<file path="src/rtl/car_ctrl_pkg.sv">
// Shared types and helpers for the car power / drive-mode controller.
package car_ctrl_pkg;

  localparam int unsigned STATE_W   = 2;
  localparam int unsigned MAX_MODES = 32;

  typedef enum logic [STATE_W-1:0] {
    PWR_OFF    = 2'd0,
    PWR_ARMING = 2'd1,
    PWR_ON     = 2'd2
  } pwr_state_e;

  // True when exactly one bit of v is set; narrower vectors are zero-extended by the caller.
  function automatic logic onehot_ok(input logic [MAX_MODES-1:0] v);
    int unsigned ones;
    ones = 0;
    for (int i = 0; i < MAX_MODES; i++) begin
      ones = ones + 32'(v[i]);
    end
    return (ones == 32'd1);
  endfunction

endpackage

</file>
<file path="src/rtl/power_mode_ctrl_btn_filter.sv">
// Two-flop synchroniser followed by a tick-sampled debounce filter for one raw input.
module btn_filter #(
  parameter int unsigned DEB_TICKS = 2
) (
  input  logic sys_clk,
  input  logic rst_n,
  input  logic tick,
  input  logic din,
  output logic dout
);

  localparam int unsigned CNT_W = $clog2(DEB_TICKS + 1);

  logic [1:0]       sync_q;
  logic             dout_q, dout_d;
  logic [CNT_W-1:0] cnt_q, cnt_d;

  // Output only flips after DEB_TICKS consecutive disagreeing ticks.
  always_comb begin
    dout_d = dout_q;
    cnt_d  = cnt_q;
    if (tick) begin
      if (sync_q[1] != dout_q) begin
        if (cnt_q == CNT_W'(DEB_TICKS - 1)) begin
          dout_d = sync_q[1];
          cnt_d  = '0;
        end else begin
          cnt_d = cnt_q + CNT_W'(1);
        end
      end else begin
        cnt_d = '0;
      end
    end
  end

  always_ff @(posedge sys_clk or negedge rst_n) begin
    if (!rst_n) begin
      sync_q <= '0;
      dout_q <= 1'b0;
      cnt_q  <= '0;
    end else begin
      sync_q <= {sync_q[0], din};
      dout_q <= dout_d;
      cnt_q  <= cnt_d;
    end
  end

  assign dout = dout_q;

endmodule

</file>
<file path="src/rtl/power_mode_ctrl.sv">
// Power and drive-mode controller: debounced buttons, hold-to-start FSM and
// one-hot validated mode enables, all clocked by sys_clk with a sampling tick.
module power_mode_ctrl
  import car_ctrl_pkg::*;
#(
  parameter int unsigned CLK_HZ        = 100_000_000,
  parameter int unsigned TICK_HZ       = 100,
  parameter int unsigned DEB_TICKS     = 2,
  parameter int unsigned ON_HOLD_TICKS = 100,
  parameter int unsigned N_MODES       = 3
) (
  input  logic               sys_clk,
  input  logic               rst_n,
  input  logic               power_on_btn,
  input  logic               power_off_btn,
  input  logic [N_MODES-1:0] mode_sw,
  output logic               power_led,
  output logic [N_MODES-1:0] mode_en,
  output logic [N_MODES-1:0] mode_led,
  output logic               power_up_pulse,
  output logic [1:0]         state
);

  localparam int unsigned DIV          = CLK_HZ / TICK_HZ;
  localparam int unsigned TICK_W       = $clog2(DIV);
  localparam int unsigned HOLD_W       = $clog2(ON_HOLD_TICKS + 1);
  localparam int unsigned SETTLE_TICKS = DEB_TICKS + 1;
  localparam int unsigned SETTLE_W     = $clog2(SETTLE_TICKS + 1);
  localparam int unsigned NF           = N_MODES + 2;

  logic [TICK_W-1:0]   tick_cnt_q, tick_cnt_d;
  logic                tick_c;
  logic [NF-1:0]       raw_c, filt_c;
  logic                on_f, off_f;
  logic [N_MODES-1:0]  mode_f;

  logic [SETTLE_W-1:0] settle_q, settle_d;
  logic                settled_c;
  logic                on_prev_q, on_prev_d;
  logic                on_rise_c;

  pwr_state_e          state_q, state_d;
  logic [HOLD_W-1:0]   hold_q, hold_d;
  logic                pulse_q, pulse_d;
  logic                led_q, led_d;
  logic [N_MODES-1:0]  mode_q, mode_d;

  // Clock-enable tick at the wrap of the divider counter.
  assign tick_c     = (tick_cnt_q == TICK_W'(DIV - 1));
  assign tick_cnt_d = tick_c ? '0 : tick_cnt_q + TICK_W'(1);

  assign raw_c = {mode_sw, power_off_btn, power_on_btn};

  for (genvar g = 0; g < NF; g++) begin : g_filt
    btn_filter #(
      .DEB_TICKS (DEB_TICKS)
    ) u_filt (
      .sys_clk (sys_clk),
      .rst_n   (rst_n),
      .tick    (tick_c),
      .din     (raw_c[g]),
      .dout    (filt_c[g])
    );
  end

  assign on_f   = filt_c[0];
  assign off_f  = filt_c[1];
  assign mode_f = filt_c[NF-1:2];

  // After reset the filters need DEB_TICKS+1 ticks to reflect a button held
  // through reset; until then on_f is treated as already high so a held
  // button must be released and pressed again before it can arm.
  assign settled_c = (settle_q == SETTLE_W'(SETTLE_TICKS));
  assign settle_d  = (tick_c && !settled_c) ? settle_q + SETTLE_W'(1) : settle_q;
  assign on_prev_d = on_f | ~settled_c;
  assign on_rise_c = on_f & ~on_prev_q;

  // Next-state, hold counter and registered outputs.
  always_comb begin
    state_d = state_q;
    hold_d  = hold_q;
    pulse_d = 1'b0;
    unique case (state_q)
      PWR_OFF: begin
        if (on_rise_c && !off_f) begin
          state_d = PWR_ARMING;
          hold_d  = '0;
        end
      end
      PWR_ARMING: begin
        if (!on_f || off_f) begin
          state_d = PWR_OFF;
          hold_d  = '0;
        end else if (tick_c) begin
          if (hold_q == HOLD_W'(ON_HOLD_TICKS - 1)) begin
            state_d = PWR_ON;
            pulse_d = 1'b1;
          end
          if (hold_q != HOLD_W'(ON_HOLD_TICKS)) begin
            hold_d = hold_q + HOLD_W'(1);
          end
        end
      end
      PWR_ON: begin
        if (off_f) begin
          state_d = PWR_OFF;
        end
      end
      default: begin
        state_d = PWR_OFF;
        hold_d  = '0;
      end
    endcase

    led_d  = (state_d == PWR_ON);
    mode_d = '0;
    if ((state_d == PWR_ON) && onehot_ok(MAX_MODES'(mode_f))) begin
      mode_d = mode_f;
    end
  end

  always_ff @(posedge sys_clk or negedge rst_n) begin
    if (!rst_n) begin
      tick_cnt_q <= '0;
      settle_q   <= '0;
      on_prev_q  <= 1'b1;
      state_q    <= PWR_OFF;
      hold_q     <= '0;
      pulse_q    <= 1'b0;
      led_q      <= 1'b0;
      mode_q     <= '0;
    end else begin
      tick_cnt_q <= tick_cnt_d;
      settle_q   <= settle_d;
      on_prev_q  <= on_prev_d;
      state_q    <= state_d;
      hold_q     <= hold_d;
      pulse_q    <= pulse_d;
      led_q      <= led_d;
      mode_q     <= mode_d;
    end
  end

  assign power_led      = led_q;
  assign power_up_pulse = pulse_q;
  assign mode_en        = mode_q;
  assign mode_led       = mode_q;
  assign state          = state_q;

endmodule
</file>
<file path="config.mk">
export PLATFORM = sky130hd
export DESIGN_NAME = power_mode_ctrl
export DESIGN_NICKNAME = d
export VERILOG_FILES = /design/src/rtl/car_ctrl_pkg.sv /design/src/rtl/power_mode_ctrl_btn_filter.sv /design/src/rtl/power_mode_ctrl.sv
export SDC_FILE = /design/constraint.sdc
export NUM_CORES = 1
export LEC_CHECK = 0
export ABC_AREA = 1
export CELL_PAD_IN_SITES_DETAIL_PLACEMENT = 1
export CELL_PAD_IN_SITES_GLOBAL_PLACEMENT = 2
export CORE_UTILIZATION = 39
export CTS_CLUSTER_DIAMETER = 50
export DETAILED_ROUTE_END_ITERATION = 10
export PLACE_DENSITY_LB_ADDON = 0.1
export SLEW_MARGIN = 20
export SYNTH_ARGS = -nofsm -noshare
export SYNTH_HDL_FRONTEND = slang
export SYNTH_SLANG_ARGS = --single-unit
export TNS_END_PERCENT = 20
</file>
<file path="constraint.sdc">
create_clock -name sys_clk -period 3.05 [get_ports sys_clk]
set_input_delay 0.61 -clock sys_clk [delete_from_list [all_inputs] [get_ports sys_clk]]
set_output_delay 0.61 -clock sys_clk [all_outputs]
set_load 0.005 [all_outputs]
</file>
# After elaboration in Yosys (flattened, before gate mapping)
# Cells that the tools add are included.
# totals
register_bits	62
elab_cells	100
# classes
n_eq_ne	21
add_sub_neg	10
n_reduce_logical	14
n_mux	27
bitwise_logic	5
# ops
op	count
2-bit two-way mux	15
7-bit two-way mux	4
7-bit case mux with 3 select lines	1
20-bit by 1-bit adder with 20-bit output (second input constant)	1
20-bit equality test (second input constant)	1
20-bit two-way mux	1
3-bit AND reduction	5
2-bit by 1-bit adder with 2-bit output (second input constant)	6
2-bit by 1-bit equality test with 1-bit output (second input constant)	6
7-bit by 1-bit adder with 7-bit output (second input constant)	1
7-bit equality test (second input constant)	1
7-bit inequality test (second input constant)	1
2-bit equality test (second input constant)	3
3-bit inequality test (second input constant)	2
2-bit case mux with 3 select lines	1
1-bit inequality test	5
1-bit two-way mux	4
4-bit AND reduction	1
2-bit by 1-bit adder with 3-bit output	1
3-bit by 1-bit equality test with 1-bit output (second input constant)	1
1-bit logical AND	3
1-bit logical NOT	3
3-bit two-way mux	1
1-bit inverter	3
other kinds (6)	6

# Logic depth before layout (Yosys ltp)
# logic_depth
depth_word	8
ltp_mapped	10
mapped_depth_nobuf	9

# By module
# A second synthesis with hierarchy kept.
# hier_totals
cells_unflattened	392
area_unflattened_um2	3134.3
# modules_own_cells
mod	cells_per_inst	n_inst	area_per_inst_um2
power_mode_ctrl	267	1	2102.0
btn_filter	25	5	206.4

# Least setup slack after synthesis
# OpenSTA, ideal clock, no wires.
# synth_timing
path_type	reg2reg
start	reg tick_cnt_q[0]
end	reg tick_cnt_q[10]
synth_period_minus_slack_ns	1.538
setup_slack_ns	1.512
setup_ns	0.120
stages_incl_launch_ff	10
arrival_ns	1.418
n_path_buf	1
cell_sequence	dfrtp_1 ha_1 nand2_1 nor2_4 nand3_1 nor2_4 inv_2 buf_6 o211ai_1 inv_1
# synth_via
elab_chain_len	2
word_cells_on_any_way	3
cone_classes	1 x add/sub; 1 x eq/ne; 1 x mux
# synth_lines
item	line_no	rtl
from (decl)	power_mode_ctrl.sv:31	logic [TICK_W-1:0] tick_cnt_q, tick_cnt_d;
from (signal assigned)	power_mode_ctrl.sv:133	tick_cnt_q <= tick_cnt_d;
20-bit by 1-bit adder with 20-bit output / 20-bit equality test (equally long branches)	power_mode_ctrl.sv:50, power_mode_ctrl.sv:49	
20-bit two-way mux *	power_mode_ctrl.sv:50	assign tick_cnt_d = tick_c ? '0 : tick_cnt_q + TICK_W'(1);
net tick_cnt_d[10]	power_mode_ctrl.sv:31	
# Mark *: on every way through the listed nets, which the timed path passes. The rest lies on a longest branch.
# A chain may end at the register's enable or synchronous reset.

# Worst setup path after layout
# layout_timing
start	reg tick_cnt_q[0]
end	reg g_filt[1].u_filt.cnt_q[1]
# layout_via
elab_chain_len	1
# layout_lines
item	line_no	rtl
20-bit equality test	power_mode_ctrl.sv:49	assign tick_c = (tick_cnt_q == TICK_W'(DIV - 1));
to (signal assigned)	power_mode_ctrl_btn_filter.sv:44	cnt_q <= cnt_d;
to (decl)	power_mode_ctrl_btn_filter.sv:16	logic [CNT_W-1:0] cnt_q, cnt_d;
# Every way passes these cells.

==> results.json <==
{
  "ys_types": 30,
  "syn_inst": 377,
  "cpPeakStageDelay_ns": 0.41,
  "cts_max_level": 3,
  "gp_congestion": 0.827,
  "grt_overflow": 0,
  "final_area_sq_um": 3590,
  "area_delta_synth_final_pct": 15.1,
  "post_dp_cell_area_sq_um": 3370,
  "path_clk_slew_ns": 0.08,
  "post_cts_resized": 0,
  "cp-end-kind": "flip-flop",
  "syn-num-nets": 389,
  "cp_max_fo": 16,
  "ys_top_cells_by_area": "dfrtp_1 49%, nand2_1 9.6%, inv_1 7.2%",
  "reg2reg_from": "tick_cnt_q[0]$_DFF_PN0_",
  "power.leakage_nw": 1.70,
  "max_cap_viol_count": 0,
  "grt_pass1_vias": 2630,
  "rsz0062_at_grt": "false",
  "critical_path_buf_inv_count": 1,
  "die-area_sq_um": 8350,
  "clock_path_buffers": 2,
  "peakVddDrop_v": 0.000385,
  "row_count": 32,
  "hpwl_mm": 5.22,
  "synth-seq-cells": 62,
  "run_status": "complete, no violations",
  "vias": 2440,
  "yosys_warnings": 0,
  "antenna_found_initial": 0,
  "grtUsageTotal_pct": 19.7,
  "finalSetupViolations": 0,
  "avgSynthCellArea_sq_um": 8.27,
  "drt_pass1_iterations": 6,
  "synth_edf_count": 0,
  "hold_violations": 0,
  "cp.required_ns": 3.28,
  "wl_mm": 7.08,
  "period_needed_ns": 2.03,
  "drc": 0,
  "nNetsFinal": 411,
  "avgRoutedWirePerCell_um": 14.0,
  "cts-root-buf": "clkbuf_8",
  "crit_slowest_cell": "dfrtp_1",
  "p_per_area_nw_per_um2": 471,
  "synth_common_cells": "80 x nand2_1, 61 x dfrtp_1, 60 x inv_1, 55 x nor2_1, 24 x nand3_1",
  "crit_chain": "ha_1, nand2_1, nor2_4, nand3_1, nor2_4, inv_2, nor2_1, nor2_1",
  "cts.sinks": 62,
  "yosysMostFrequentCell": "nand2_1",
  "post_cts_buffers": 0,
  "path_class": "flip-flop to flip-flop",
  "arrival_ns": 2.26,
  "fin_skew_ns": 0.00813,
  "fp.coreArea_sq_um": 7730,
  "yosysTopAreaCell": "dfrtp_1",
  "tns_ns": 0,
  "ys_seq_area_share_pct": 49.8,
  "grt_max_degree": 37,
  "antenna_left": 0,
  "die_w_um": 91.4,
  "hold_path.class": "input pin to async pin",
  "ys_async_sr_fraction_pct": 100,
  "cts_tree": "built",
  "io_buffers": 16,
  "ys.flop_type": "dfrtp_1",
  "antennaDiodeCount": 0,
  "clock_latency_ns": 0.35,
  "final_core_util_pct": 46.4,
  "cts_hold_buf": 0,
  "drtIter0Drc": 87,
  "drive_gt1_share_pct": 10.1,
  "maxSlewHeadroom_pct": 56.4,
  "period_share_pct": 66.5,
  "holdWs_ns": 0.282,
  "viasPerCell": 4.82,
  "synth_top_area_share_pct": 49.0,
  "grt_pass1_wl_mm": 12.7,
  "netlist_area_sq_um": 3120,
  "max_clock_freq_ghz": 0.493,
  "final-max-slew-violation-count": 0,
  "start_kind": "flip-flop",
  "ioPinCount": 17,
  "worst_slew_pin_slew_ns": 0.653,
  "startpoint": "tick_cnt_q[0]$_DFF_PN0_",
  "die_y_um": 91.4,
  "numCtsBuffers": 9,
  "start_util_pct": 40.3,
  "cp_top_family": "simple AND/OR/NAND/NOR gates"
}
[registers in the layout, summed over array words and instances (netlist names), 2 cells and up]
signal,cells
settle_q,2
state,2
mode_en,3
g_filt.u_filt.dout,5
tick_cnt_q,20
g_filt.u_filt.cnt_q,10
g_filt.u_filt.sync_q,10
hold_q,7
[placed cells by master (no fill, tap or decap), types with 3 or more instances in the layout]
cell and n:
nor3_1 10, clkbuf_8 9, a21oi_1 6, nor4_1 3, dfrtp_1 61, nand3b_1 5
nand4_1 14, ha_1 4, nor2_4 7, nor2_1 55, a21oi_2 5, inv_1 60
nand3_1 24, clkdlybuf4s50_1 15, inv_2 3, nand2_1 80, o21ai_0 9, xor2_1 9
[power by group]
part	switching [mW]	internal, mW	total [mW]
Clock	0.364	0.463	0.826
Sequential	0.00319	0.828	0.831
Combinational	0.0204	0.0112	0.0316
Total	0.387	1.30	1.69
[worst reg2reg max path: cells and delay by family (launching register included)]
kind	cells	cell delay [ns]
adder cells (fa/ha/maj)	1	0.23
flip-flops	1	0.41
buffers and inverters	1	0.27
AND/OR/NAND/NOR	6	1.01
[logic make-up after synthesis]
group,count (synthesis),synth area share (%)
AO/OA/AOI/OAI,23,4.50
flip-flops,62,49.8
adder cells (fa/ha/maj),5,2.25
buffers and inverters,69,9.27
XOR/XNOR,11,3.09
AND/OR/NAND/NOR,207,31.1
[worst paths after layout]
kind,end,slack (ns),cells after the start
max reg2reg,g_filt[1].u_filt.cnt_q[1]$_DFFE_PN0N_,1.02,8
min,tick_cnt_q[9]$_DFF_PN0_,0.28,1
min reg2reg,g_filt[4].u_filt.sync_q[1]$_DFF_PN0_,0.35,0
min in group sys_clk,g_filt[4].u_filt.sync_q[1]$_DFF_PN0_,0.35,0
max,g_filt[1].u_filt.cnt_q[1]$_DFFE_PN0N_,1.02,8
max in group asynchronous,g_filt[3].u_filt.cnt_q[0]$_DFFE_PN0N_,2.15,2
[per-layer routing]
| metal | GRT usage [%] | routed length, um | up-vias |
|---|---|---|---|
| met5 | 0 | 0 | - |
| met2 | 31.8 | 3310 | 28 |
| met1 | 26.2 | 3500 | 1176 |
| li1 | - | - | 1226 |
| met4 | 7.94 | 116 | 0 |
| met3 | 3.52 | 154 | 10 |
[stage by stage]
step                setup WS (ns)  total power [mW]  instances
finish                       1.02              1.69        506
global route                0.804              1.75        506
CTS                         0.985              1.71        506
detailed placement           1.00             0.881        490
global placement             1.10             0.881        490
floorplan                    1.51             0.852        377
[area by class of cell]
type	instances	area, sq um
Clock buffer	9	124
Clock inverter	7	97.6
Fill cell	919	4140
Inverter	63	236
Multi-Input combinational cell	246	1270
Sequential cell	62	1550
Tap cell	102	128
Timing Repair Buffer	17	175
Note: power is estimated with default switching activity, not from simulation.
